File: src/rtl/ps2_keys_pkg.sv
// Scancodes, word field positions and key slots
// shared by the PS/2 keyboard control decoder.
package ps2_keys_pkg;

    localparam logic [7:0] SC_UP    = 8'h75;
    localparam logic [7:0] SC_DOWN  = 8'h72;
    localparam logic [7:0] SC_LEFT  = 8'h6B;
    localparam logic [7:0] SC_RIGHT = 8'h74;
    localparam logic [7:0] SC_LCTRL = 8'h14;
    localparam logic [7:0] SC_LALT  = 8'h11;
    localparam logic [7:0] SC_1     = 8'h16;
    localparam logic [7:0] SC_5     = 8'h2E;

    localparam int unsigned KB_TOGGLE  = 10;
    localparam int unsigned KB_PRESSED = 9;
    localparam int unsigned KB_EXT     = 8;

    localparam int unsigned NKEYS = 8;

    typedef enum logic [2:0] {
        K_UP,
        K_DOWN,
        K_LEFT,
        K_RIGHT,
        K_GAS,
        K_TRICK,
        K_START,
        K_COIN
    } key_e;

    function automatic logic key_match(
        input logic [10:0] w,
        input logic        ext,
        input logic [7:0]  sc
    );
        return (w[KB_EXT] == ext) && (w[7:0] == sc);
    endfunction

endpackage

File: src/rtl/ps2_key_decoder_pulse_stretch.sv
// Fixed-length pulse generator; a trigger while
// running reloads the full length.
module pulse_stretch #(
    parameter int unsigned LEN = 2949120
) (
    input  logic clk,
    input  logic reset,
    input  logic trig,
    output logic out
);

    localparam int unsigned W = $clog2(LEN + 1);

    logic [W-1:0] cnt_q, cnt_d;
    logic         out_q, out_d;

    always_comb begin
        cnt_d = cnt_q;
        if (trig) begin
            cnt_d = W'(LEN);
        end else if (cnt_q != '0) begin
            cnt_d = cnt_q - W'(1);
        end
        out_d = (cnt_d != '0);
    end

    always_ff @(posedge clk or posedge reset) begin
        if (reset) begin
            cnt_q <= '0;
            out_q <= 1'b0;
        end else begin
            cnt_q <= cnt_d;
            out_q <= out_d;
        end
    end

    assign out = out_q;

endmodule

File: src/rtl/ps2_key_decoder.sv
// PS/2 key event word to game controls: held keys,
// last-pressed-wins direction resolution, coin pulse.
import ps2_keys_pkg::*;

module ps2_key_decoder #(
    parameter int unsigned COIN_PULSE     = 2949120,
    parameter bit          SOCD_LAST_WINS = 1'b1
) (
    input  logic        clk,
    input  logic        reset,
    input  logic [10:0] ps2_key,
    output logic        up,
    output logic        down,
    output logic        left,
    output logic        right,
    output logic        gas,
    output logic        trick,
    output logic        start,
    output logic        coin,
    output logic        key_event
);

    logic [NKEYS-1:0] held_q, held_d;
    logic [NKEYS-1:0] hit;
    logic last_h_q, last_h_d;
    logic last_v_q, last_v_d;
    logic prev_toggle_q, armed_q;
    logic up_q, down_q, left_q, right_q;
    logic up_d, down_d, left_d, right_d;
    logic key_event_q, key_event_d;
    logic ev, pressed;
    logic edge_l, edge_r, edge_u, edge_d, edge_coin;

    // {lo, hi}: lo is Left/Up, hi is Right/Down
    function automatic logic [1:0] socd(
        input logic lo,
        input logic hi,
        input logic last_hi
    );
        if (SOCD_LAST_WINS) begin
            return {lo & (~hi | ~last_hi),
                    hi & (~lo | last_hi)};
        end
        return {lo & ~hi, hi & ~lo};
    endfunction

    always_comb begin
        hit = '0;
        hit[K_UP]    = key_match(ps2_key, 1'b1, SC_UP);
        hit[K_DOWN]  = key_match(ps2_key, 1'b1, SC_DOWN);
        hit[K_LEFT]  = key_match(ps2_key, 1'b1, SC_LEFT);
        hit[K_RIGHT] = key_match(ps2_key, 1'b1, SC_RIGHT);
        hit[K_GAS]   = key_match(ps2_key, 1'b0, SC_LCTRL);
        hit[K_TRICK] = key_match(ps2_key, 1'b0, SC_LALT);
        hit[K_START] = key_match(ps2_key, 1'b0, SC_1);
        hit[K_COIN]  = key_match(ps2_key, 1'b0, SC_5);

        ev      = armed_q & (ps2_key[KB_TOGGLE] != prev_toggle_q);
        pressed = ps2_key[KB_PRESSED];

        held_d = held_q;
        for (int i = 0; i < NKEYS; i++) begin
            if (ev && hit[i]) begin
                held_d[i] = pressed;
            end
        end

        // typematic repeats arrive with the flag already set
        edge_l    = ev & hit[K_LEFT]  & pressed & ~held_q[K_LEFT];
        edge_r    = ev & hit[K_RIGHT] & pressed & ~held_q[K_RIGHT];
        edge_u    = ev & hit[K_UP]    & pressed & ~held_q[K_UP];
        edge_d    = ev & hit[K_DOWN]  & pressed & ~held_q[K_DOWN];
        edge_coin = ev & hit[K_COIN]  & pressed & ~held_q[K_COIN];

        last_h_d = last_h_q;
        if (edge_l) last_h_d = 1'b0;
        if (edge_r) last_h_d = 1'b1;
        last_v_d = last_v_q;
        if (edge_u) last_v_d = 1'b0;
        if (edge_d) last_v_d = 1'b1;

        {left_d, right_d} = socd(held_d[K_LEFT],
                                 held_d[K_RIGHT], last_h_d);
        {up_d, down_d}    = socd(held_d[K_UP],
                                 held_d[K_DOWN], last_v_d);

        key_event_d = ev & (|hit);
    end

    always_ff @(posedge clk or posedge reset) begin
        if (reset) begin
            held_q        <= '0;
            last_h_q      <= 1'b0;
            last_v_q      <= 1'b0;
            prev_toggle_q <= 1'b0;
            armed_q       <= 1'b0;
            up_q          <= 1'b0;
            down_q        <= 1'b0;
            left_q        <= 1'b0;
            right_q       <= 1'b0;
            key_event_q   <= 1'b0;
        end else begin
            held_q        <= held_d;
            last_h_q      <= last_h_d;
            last_v_q      <= last_v_d;
            prev_toggle_q <= ps2_key[KB_TOGGLE];
            armed_q       <= 1'b1;
            up_q          <= up_d;
            down_q        <= down_d;
            left_q        <= left_d;
            right_q       <= right_d;
            key_event_q   <= key_event_d;
        end
    end

    pulse_stretch #(
        .LEN(COIN_PULSE)
    ) u_coin (
        .clk  (clk),
        .reset(reset),
        .trig (edge_coin),
        .out  (coin)
    );

    assign up        = up_q;
    assign down      = down_q;
    assign left      = left_q;
    assign right     = right_q;
    assign gas       = held_q[K_GAS];
    assign trick     = held_q[K_TRICK];
    assign start     = held_q[K_START];
    assign key_event = key_event_q;

endmodule

File: config.mk
export PLATFORM = sky130hd
export DESIGN_NAME = ps2_key_decoder
export DESIGN_NICKNAME = d
export VERILOG_FILES = /design/src/rtl/ps2_keys_pkg.sv /design/src/rtl/ps2_key_decoder_pulse_stretch.sv /design/src/rtl/ps2_key_decoder.sv
export SDC_FILE = /design/constraint.sdc
export NUM_CORES = 1
export LEC_CHECK = 0
export BUFFER_PORTS_ARGS = -buffer_cell sky130_fd_sc_hd__buf_2
export CORE_MARGIN = 5
export CORE_UTILIZATION = 40
export DETAILED_ROUTE_END_ITERATION = 10
export HOLD_SLACK_MARGIN = 0.1
export PLACE_DENSITY = 0.66
export SLEW_MARGIN = 20
export SYNTH_ARGS = -nofsm -noshare
export SYNTH_HDL_FRONTEND = slang
export SYNTH_SLANG_ARGS = --single-unit
File: constraint.sdc
create_clock -name clk -period 6.5 [get_ports clk]
set_clock_uncertainty 0.15 [all_clocks]
set_input_delay 1.3 -clock clk [delete_from_list [all_inputs] [get_ports clk]]
set_output_delay 1.3 -clock clk [all_outputs]
set_load 0.05 [all_outputs]
# [Word-level counts from Yosys, hierarchy flattened]
# Cells that the tools add are included.
[word_totals] register_bits=40 input_bits=13
[classes] n_addsub=1 eq_ne=9 mux=10 n_bitwise=37 reduce_logical=19
[op_table] operator="22-bit two-way mux" count=2
[op_table] operator="22-bit nonzero test" count=2
[op_table] operator="8-bit by 7-bit == test with 1-bit output, second input constant" count=4
[op_table] operator="8-bit by 5-bit == test with 1-bit output, second input constant" count=3
[op_table] operator="22-bit by 1-bit subtractor with 22-bit output, second input constant" count=1
[op_table] operator="1-bit bitwise AND" count=21
[op_table] operator="1-bit logical AND" count=16
[op_table] operator="1-bit NOT" count=12
[op_table] operator="8-bit by 6-bit == test with 1-bit output, second input constant" count=1
[op_table] operator="1-bit two-way mux" count=8
[op_table] operator="8-bit OR reduction" count=1
[op_table] operator="1-bit OR" count=4
[op_table] operator="1-bit != test" count=1

# [Longest topological paths before layout]
# Gate-level depths: netlist of the first run.
[depth] ltp_word=10 depth_mapped=10 mapped_depth_nobuf=9

# [Modules after synthesis]
# A second synthesis of the first run with hierarchy kept.
[unflattened] cells_unflattened=236 hier_area_um2=2324.7
[modules_own_cells] mod="pulse_stretch" instances=1 cells_each=149 area_per_inst_um2=1391.3 seq_area_each_um2=575.6
[modules_own_cells] mod="ps2_key_decoder" instances=1 cells_each=87 area_per_inst_um2=933.4 seq_area_each_um2=425.4

# [Worst setup path after synthesis of the first run]
# Ideal clock, no wire load.
[synth_timing] path_kind="in2reg" startpoint="in ps2_key[0]" endpoint="reg u_coin.out_q, in the netlist u_coin.out" setup_time_ns=0.139 arrival_ns=3.320 t_required_ns=6.211 setup_slack_ns=2.892 stages=8 cell_sequence="clkbuf_1 > nand2b_1 > nor2_1 > nand3_1 > nor3_1 > a21oi_1 > or4_1 > or4_1"
[synth_via] elab_chain_cells=7
[synth_lines] element="start, declared" line="ps2_key_decoder.sv:11" rtl="input logic [10:0] ps2_key,"
[synth_lines] element="8-bit by 6-bit == test with 1-bit output" line="ps2_keys_pkg.sv:36" rtl="return (w[KB_EXT] == ext) && (w[7:0] == sc);"
[synth_lines] element="1-bit logical AND" line="ps2_keys_pkg.sv:36"
[synth_lines] element="1-bit bitwise AND (3 in a row)" line="ps2_key_decoder.sv:73" rtl="edge_coin = ev & hit[K_COIN] & pressed & ~held_q[K_COIN];"
[synth_lines] element="22-bit two-way mux" line="ps2_key_decoder_pulse_stretch.sv:19" rtl="if (trig) begin"
[synth_lines] element="net u_coin.cnt_d[4]" line="ps2_key_decoder_pulse_stretch.sv:14" rtl="logic [W-1:0] cnt_q, cnt_d;"
[synth_lines] element="22-bit nonzero test" line="ps2_key_decoder_pulse_stretch.sv:24" rtl="out_d = (cnt_d != '0);"
[synth_lines] element="net u_coin.out_d" line="ps2_key_decoder_pulse_stretch.sv:15" rtl="logic out_q, out_d;"
[synth_lines] element="end signal, assigned" line="ps2_key_decoder_pulse_stretch.sv:33" rtl="out_q <= out_d;"
[synth_lines] element="end, declared" line="ps2_key_decoder_pulse_stretch.sv:15"
# The timed path passes the listed nets, and every way through them passes these cells.
# A chain may end at the register's enable or synchronous reset.

# [Final worst setup path of the first run]
[layout_timing] startpoint="reg u_coin.cnt_q[0]" endpoint="reg u_coin.out_q, in the netlist u_coin.out"
[layout_via] elab_chain_cells=4 word_cells_on_any_way=5
[layout_lines] element="start, declared" line="ps2_key_decoder_pulse_stretch.sv:14"
[layout_lines] element="start signal, assigned" line="ps2_key_decoder_pulse_stretch.sv:32" rtl="cnt_q <= cnt_d;"
[layout_lines] element="22-bit by 1-bit subtractor with 22-bit output or 22-bit nonzero test (tied branches)" line="ps2_key_decoder_pulse_stretch.sv:22, ps2_key_decoder_pulse_stretch.sv:21"
[layout_lines] element="22-bit two-way mux *" line="ps2_key_decoder_pulse_stretch.sv:21" rtl="end else if (cnt_q != '0) begin"
[layout_lines] element="22-bit two-way mux *" line="ps2_key_decoder_pulse_stretch.sv:19"
[layout_lines] element="22-bit nonzero test *" line="ps2_key_decoder_pulse_stretch.sv:24"
[layout_lines] element="net u_coin.out_d" line="ps2_key_decoder_pulse_stretch.sv:15"
# The timed path passes the listed nets; every way through them passes the cells marked *.

==> impl_results.md, run 1 <==
- Synth Area in Compound Gates: 8.946%
- Post-Syn Instances: 221
- Gr usage total: 13.69%
- Final Cycle Share: 53.99%
- DIE HEIGHT: 82.90 µm
- Adder and majority gate portion of the synthesized area: 0.5886%
- Top-Level Pins: 22
- Met3 WL: 189 µm
- Post-DRT Antenna Nets: 0
- Hold Path Class: register to register
- Final wirelength: 4329 µm
- Status: finished clean
- HPWL Detailed: 3210 µm
- Ys async rst share: 100.0%
- Top cells by count, synth: 40 x dfrtp_1, 34 x nor2_1, 18 x nand2_1
- Sequential area share after synthesis: 47.09%
- Nets@finish: 260
- Largest family of logic cells by synthesized area: simple AND/OR/NAND/NOR gates
- Fraction of layout cells with a size suffix above 1: 18.29%
- Setup crit end kind: register
- Post-synth top area share: 47.09%
- # Post-CTS Setup Buffers: 0
- Worst vdd ir: 116.3 µV
- Core ar.: 5140 µm²
- Switching share of power: 30.38%
- Final min period: 3.509 ns
- Cell-internal power: 0.0003740 W
- Power per Cell Area: 224.1 nW/µm²
- Count leader, synth: dfrtp_1
- Kind of critical path: register to register
- 1st-iter DRT viols: 99
- Antenna cells: 0
- Clk root buf: clkbuf_8
- Final Hold Fails: 0
- Maximum operating frequency: 285.0 MHz
- TritonCTS clock tree: done
- Die width: 82.90 µm
- Max-cap violations: 0
- Largest net degree at the start of global routing: 41
- Crit path required time: 6.52 ns
- Starting density of the core: 41.36%
- Data arrival time of the critical path: 3.53 ns
- Worst-skew pair later-pin latency: 0.30 ns
- Final setup viols: 0
- Synth Area in Simple Gates: 29.08%
- CTS Hold Bufs: 0
- Leakage: 0.9312 nW
- Dominant cell type by area after synthesis: dfrtp_1
- Post-synthesis cell type count: 48
- FF-to-FF End: u_coin.out
- Clock power share: 29.7%
- Port bufs: 21
- Syn Area/Cell: 9.619 µm²
- Comb pwr share: 13.6%
- Psw: 0.0001632 W
- CTS H-Tree Depth: 2
- Crit start category: register
- RePlAce Congestion: 0.8623
- Slew at the pin closest to its max-slew limit: 0.5824 ns
- Drt via density: 5.326
- Setup tns final: 0 ns
- Reg-to-reg startpoint: u_coin.cnt_q[0]
- Routed length on met2: 2050 µm
- Max Root-Sink Buffers: 2
- Wl on met1: 1986 µm
- Uppermost layer routed: met4
- Synth Warn #: 0
- Mux share of post-synthesis cell area: 5.650%
- Crit path launch: u_coin.cnt_q[0]
- Slew HR: 60.88%
- Global route total overflow: 0
- R2R depth: 9
- Final core occ: 46.64%
- Post-synth EDFFs: 0
- DR DRC count: 0
- CTS Sinks: 40
- Area share of xor/xnor cells in the synthesized design: 5.768%
- Fillers: 517
- R2R Setup Slk: 2.99 ns
- Vias: 1683
- Ys flop type: dfrtp_1
- Seq pwr share: 56.7%
- Inserted Clock Buffers: 5
- Drt first pass iters: 4
- Vias in the first global route: 1741
- Synth top area cells: dfrtp_1 47%, nor2_1 6.0%, mux2_2 4.2%
- Pins Over Slew Limit: 0
- Global-route wire length before repair: 7824 µm
- DIE AREA: 6872 µm²
- RSZ-0062 raised after global routing: no
- Row count: 26
- Cts repair resizes: 0
- Average wire per standard cell: 13.70 µm
- Mapped Area: 2126 µm²
- Clk slew on worst S/H paths: 0.08 ns
- Max FO, Critical Path: 6
- Flops & latches, synth: 40
- Post-Syn Nets: 235
- Layout Area Growth over Synthesis: 12.77%
- Critical Path End: u_coin.out
- Antenna violations before repair: 0
==> how the worst min path moves through the flow <==
| stage | to | from | slack, ns | cells after the start |
|---|---|---|---|---|
| after floorplan | last_h_q | held_q[3] | 0.31 | 1 |
| after global placement | held_q[6] | held_q[6] | 0.34 | 1 |
| after detailed placement | held_q[5] | held_q[5] | 0.34 | 1 |
| after CTS | held_q[6] | held_q[6] | 0.36 | 1 |
| after global routing | held_q[5] | held_q[5] | 0.39 | 1 |
| final | held_q[4] | held_q[4] | 0.36 | 1 |
==> sequential cells by signal (all words and copies together) (netlist names) <==
register	flops
u_coin.cnt_q	22
down	1
u_coin.out	1
last_h_q	1
right	1
prev_toggle_q	1
armed_q	1
key_event	1
up	1
held_q	8
last_v_q	1
left	1
==> placed cells by master (no fill, tap or decap), types with 2 or more instances in the layout <==
cell	n
dfrtp_1	40
nor2_1	34
buf_2	21
nand2_1	18
nor3_1	16
xor2_1	8
nand3_1	8
mux2_2	8
inv_1	7
a21oi_1	6
xnor2_1	6
or4_1	5
nand4_1	5
a21boi_0	5
clkbuf_8	5
nand3b_1	4
or3_1	3
mux2i_1	3
nand2b_1	3
nand4b_1	3
o21ai_0	3
buf_4	3
nor2b_1	2
nor4_1	2
nor4bb_1	2
==> per-stage QoR <==
step                      cell area, µm²  cells  setup WS, ns   power, W  hold slack, ns
after CTS                           2391    316         2.977  0.0005442          0.3628
after global routing                2397    316         2.688  0.0005699          0.3926
after detailed placement            2310    309         2.798  0.0003826          0.3412
after global placement              2310    309         2.805  0.0003795          0.3411
final                               2397    316         2.991  0.0005372          0.3587
after floorplan                     2126    221         2.892  0.0003672          0.3133
==> final cells by class <==
class | count | area [µm²] | area share [%]
Timing Repair Buffer | 24 | 127.6 | 5.324
Inverter | 7 | 26.28 | 1.096
Clock buffer | 5 | 68.82 | 2.871
Multi-Input combinational cell | 168 | 1074 | 44.78
Sequential cell | 40 | 1001 | 41.75
Tap cell | 70 | 87.58 | 3.653
Clock inverter | 2 | 12.51 | 0.5219
==> cell families (layout without fill, tap and decap cells) <==
logic type / count (synthesis) / count (layout)
XOR/XNOR: 14 / 14
AND/OR/NAND/NOR: 114 / 114
multiplexers: 11 / 11
other: 1 / 1
buffers and inverters: 13 / 38
adder cells (fa/ha/maj): 1 / 1
flip-flops: 40 / 40
AO/OA/AOI/OAI: 27 / 27
==> power groups by stage <==
stage / sequential [W] / combinational [W] / clock [W]
finish: 0.000305 / 0.0000730 / 0.000159
global route: 0.000310 / 0.0000845 / 0.000175
CTS: 0.000305 / 0.0000739 / 0.000166
detailed placement: 0.000309 / 0.0000732 / 0
global placement: 0.000307 / 0.0000724 / 0
floorplan: 0.000293 / 0.0000744 / 0
==> worst max-delay path: stages, from the launching register on <==
cell      delay, ns
dfrtp_1        0.38
inv_1          0.12
ha_1           0.28
or4b_4         0.53
nor4_4         0.47
nand3b_1       0.17
mux2i_1        0.25
o311ai_1       0.13
or4_1          0.40
or4_1          0.52
==> per-layer routing <==
metal  GRT usage [%]  up-vias
li1                -      835
met1           17.57      806
met2           21.65       33
met3           3.366        9
met4           6.389        0
met5               0        -
(Power assumes the default switching activity.)
==> run 2, diff against run 1 <==
==> constraint.sdc (replaced) <==
create_clock -name clk -period 3.37 [get_ports clk]
set_clock_uncertainty 0.15 [all_clocks]
set_input_delay 0.674 -clock clk [delete_from_list [all_inputs] [get_ports clk]]
set_output_delay 0.674 -clock clk [all_outputs]
set_load 0.05 [all_outputs]
==> impl_results.md, run 2 (synthesized netlist as in run 1, its figures left out) <==
- Clk root buf: clkbuf_8 (unchanged)
- Gr usage total: 14.46% (was 13.69%)
- Layout Area Growth over Synthesis: 18.19% (was 12.77%)
- Antenna cells: 0 (unchanged)
- Pins Over Slew Limit: 0 (unchanged)
- Max FO, Critical Path: 6 (unchanged)
- Largest net degree at the start of global routing: 28 (was 41)
- PnR Total Power: 0.001094 W (was 0.0005372 W)
- Largest reg by FF count: u_coin.cnt_q (unchanged)
- CTS Sinks: 40 (unchanged)
- TritonCTS clock tree: done (unchanged)
- Power per Cell Area: 435.3 nW/µm² (was 224.1 nW/µm²)
- Comb pwr share: 15.6% (was 13.6%)
- Slew HR: 62.58% (was 60.88%)
- Top-Level Pins: 22 (unchanged)
- DR DRC count: 0 (unchanged)
- Status: finished clean (unchanged)
- Final wirelength: 4626 µm (was 4329 µm)
- 1st-iter DRT viols: 78 (was 99)
- Leakage: 0.9877 nW (was 0.9312 nW)
- Switching share of power: 30.34% (was 30.38%)
- RePlAce Congestion: 0.9218 (was 0.8623)
- RSZ-0062 raised after global routing: no (unchanged)
- Drt first pass iters: 4 (unchanged)
- Maximum operating frequency: 314.3 MHz (was 285.0 MHz)
- Cell-internal power: 0.0007618 W (was 0.0003740 W)
- Final min period: 3.181 ns (was 3.509 ns)
- Crit path required time: 3.39 ns (was 6.52 ns)
- Die width: 82.90 µm (unchanged)
- Global route total overflow: 0 (unchanged)
- Post-DRT Antenna Nets: 0 (unchanged)
- Worst-skew pair later-pin latency: 0.29 ns (was 0.30 ns)
- Setup crit end kind: register (unchanged)
- CTS H-Tree Depth: 2 (unchanged)
- Largest regs: u_coin.cnt_q: 22 flops, held_q: 8 flops (unchanged)
- Final Hold Fails: 0 (unchanged)
- Worst vdd ir: 233.6 µV (was 116.3 µV)
- Max FFs per register: 22 (unchanged)
- Most frequent cells in the layout: 40 x dfrtp_1, 34 x nor2_1, 21 x buf_2, 18 x nand2_1, 16 x nor3_1 (unchanged)
- Hold Path Class: input port to asynchronous set/reset pin (was register to register)
- Slew at the pin closest to its max-slew limit: 0.5541 ns (was 0.5824 ns)
- Antenna violations before repair: 0 (unchanged)
- Crit start category: register (unchanged)
- Setup tns final: 0 ns (unchanged)
- Row count: 26 (unchanged)
- Vias: 1764 (was 1683)
- DIE AREA: 6872 µm² (unchanged)
- Nets@finish: 270 (was 260)
- Seq pwr share: 53.4% (was 56.7%)
- Final Cycle Share: 94.40% (was 53.99%)
- DIE HEIGHT: 82.90 µm (unchanged)
- Inserted Clock Buffers: 5 (unchanged)
- Final setup viols: 0 (unchanged)
- Core ar.: 5140 µm² (unchanged)
- Max Root-Sink Buffers: 2 (unchanged)
- Clock power share: 31.0% (was 29.7%)
- Fraction of layout cells with a size suffix above 1: 22.18% (was 18.29%)
- Average wire per standard cell: 14.15 µm (was 13.70 µm)
- Psw: 0.0003318 W (was 0.0001632 W)
- Max-cap violations: 0 (unchanged)
- Vias in the first global route: 1832 (was 1741)
- Global-route wire length before repair: 8252 µm (was 7824 µm)
- Kind of critical path: register to register (unchanged)
- Layout Cells excl Fill: 327 (was 316)
- HPWL Detailed: 3545 µm (was 3210 µm)
- Clk slew on worst S/H paths: 0.08 ns (about the same)
- Most common cell after layout, fill and taps aside: dfrtp_1 (unchanged)
- Port bufs: 21 (unchanged)
- CTS Hold Bufs: 0 (unchanged)
- Drt via density: 5.394 (was 5.326)
- Starting density of the core: 41.36% (unchanged)
- Data arrival time of the critical path: 3.20 ns (was 3.53 ns)
- Post-Place Cells: 319 (was 309)
[run 2: final cells by class]
| cell class | count | area, µm² |
|---|---|---|
| Multi-Input combinational cell | 168 | 1097 |
| Inverter | 7 | 26.28 |
| Fill cell | 526 | 2628 |
| Sequential cell | 40 | 1001 |
| Clock buffer | 6 | 82.58 |
| Tap cell | 70 | 87.58 |
| Clock inverter | 2 | 15.01 |
| Timing Repair Buffer | 34 | 202.7 |
[run 2: worst paths after layout]
kind | cells after the start | to | start | slack (ns)
setup / recovery | 9 | u_coin.out | u_coin.cnt_q[0] | 0.19
hold / removal | 2 | prev_toggle_q | reset | 0.25
setup reg to reg | 9 | u_coin.out | u_coin.cnt_q[0] | 0.19
hold reg to reg | 1 | held_q[6] | held_q[6] | 0.36
max in group asynchronous | 3 | u_coin.cnt_q[21] | reset | 2.09
min in group clk | 1 | prev_toggle_q | ps2_key[10] | 0.35
[run 2: power groups by stage]
stage	Sequential [W]	Clock, W	Combinational, W
final	0.000584	0.000339	0.000170
after global routing	0.000592	0.000373	0.000188
after CTS	0.000579	0.000353	0.000166
after detailed placement	0.000588	0	0.000165
after global placement	0.000588	0	0.000160
after floorplan	0.000565	0	0.000144
[run 2: per-layer routing]
metal | GRT usage [%] | share of wire [%] | up-vias
met3 | 5.149 | 5.4 | 6
met1 | 18.06 | 46 | 855
met4 | 4.606 | 1.5 | 0
met5 | 0 | 0 | -
li1 | - | - | 859
met2 | 23.32 | 47 | 44
[run 2: what timing repair did]
item                                    4_1_cts  5_1_grt
endpoints found under the setup margin        0        1
buffers inserted                              0        0
gates resized for setup                       0        4
[run 2: critical path: stages (launching register included)]
cell and delay, ns:
dfrtp_1 0.38, inv_1 0.12, ha_2 0.25, nor4b_4 0.42, nand3_1 0.15, or2_2 0.37
nand3_1 0.14, o21ai_0 0.08, or4_1 0.48, or4_1 0.52
[run 2: stage by stage]
stage	util, %	setup slack, ns	area [µm²]	hold slack (ns)
CTS	48.32	0.06964	2484	0.2878
global route	48.88	0.01455	2512	0.3047
global placement	46.42	0.1803	2386	0.3397
finish	48.88	0.1887	2512	0.2490
detailed placement	46.42	0.07897	2386	0.3417
floorplan	-	0.1300	2127	0.3133
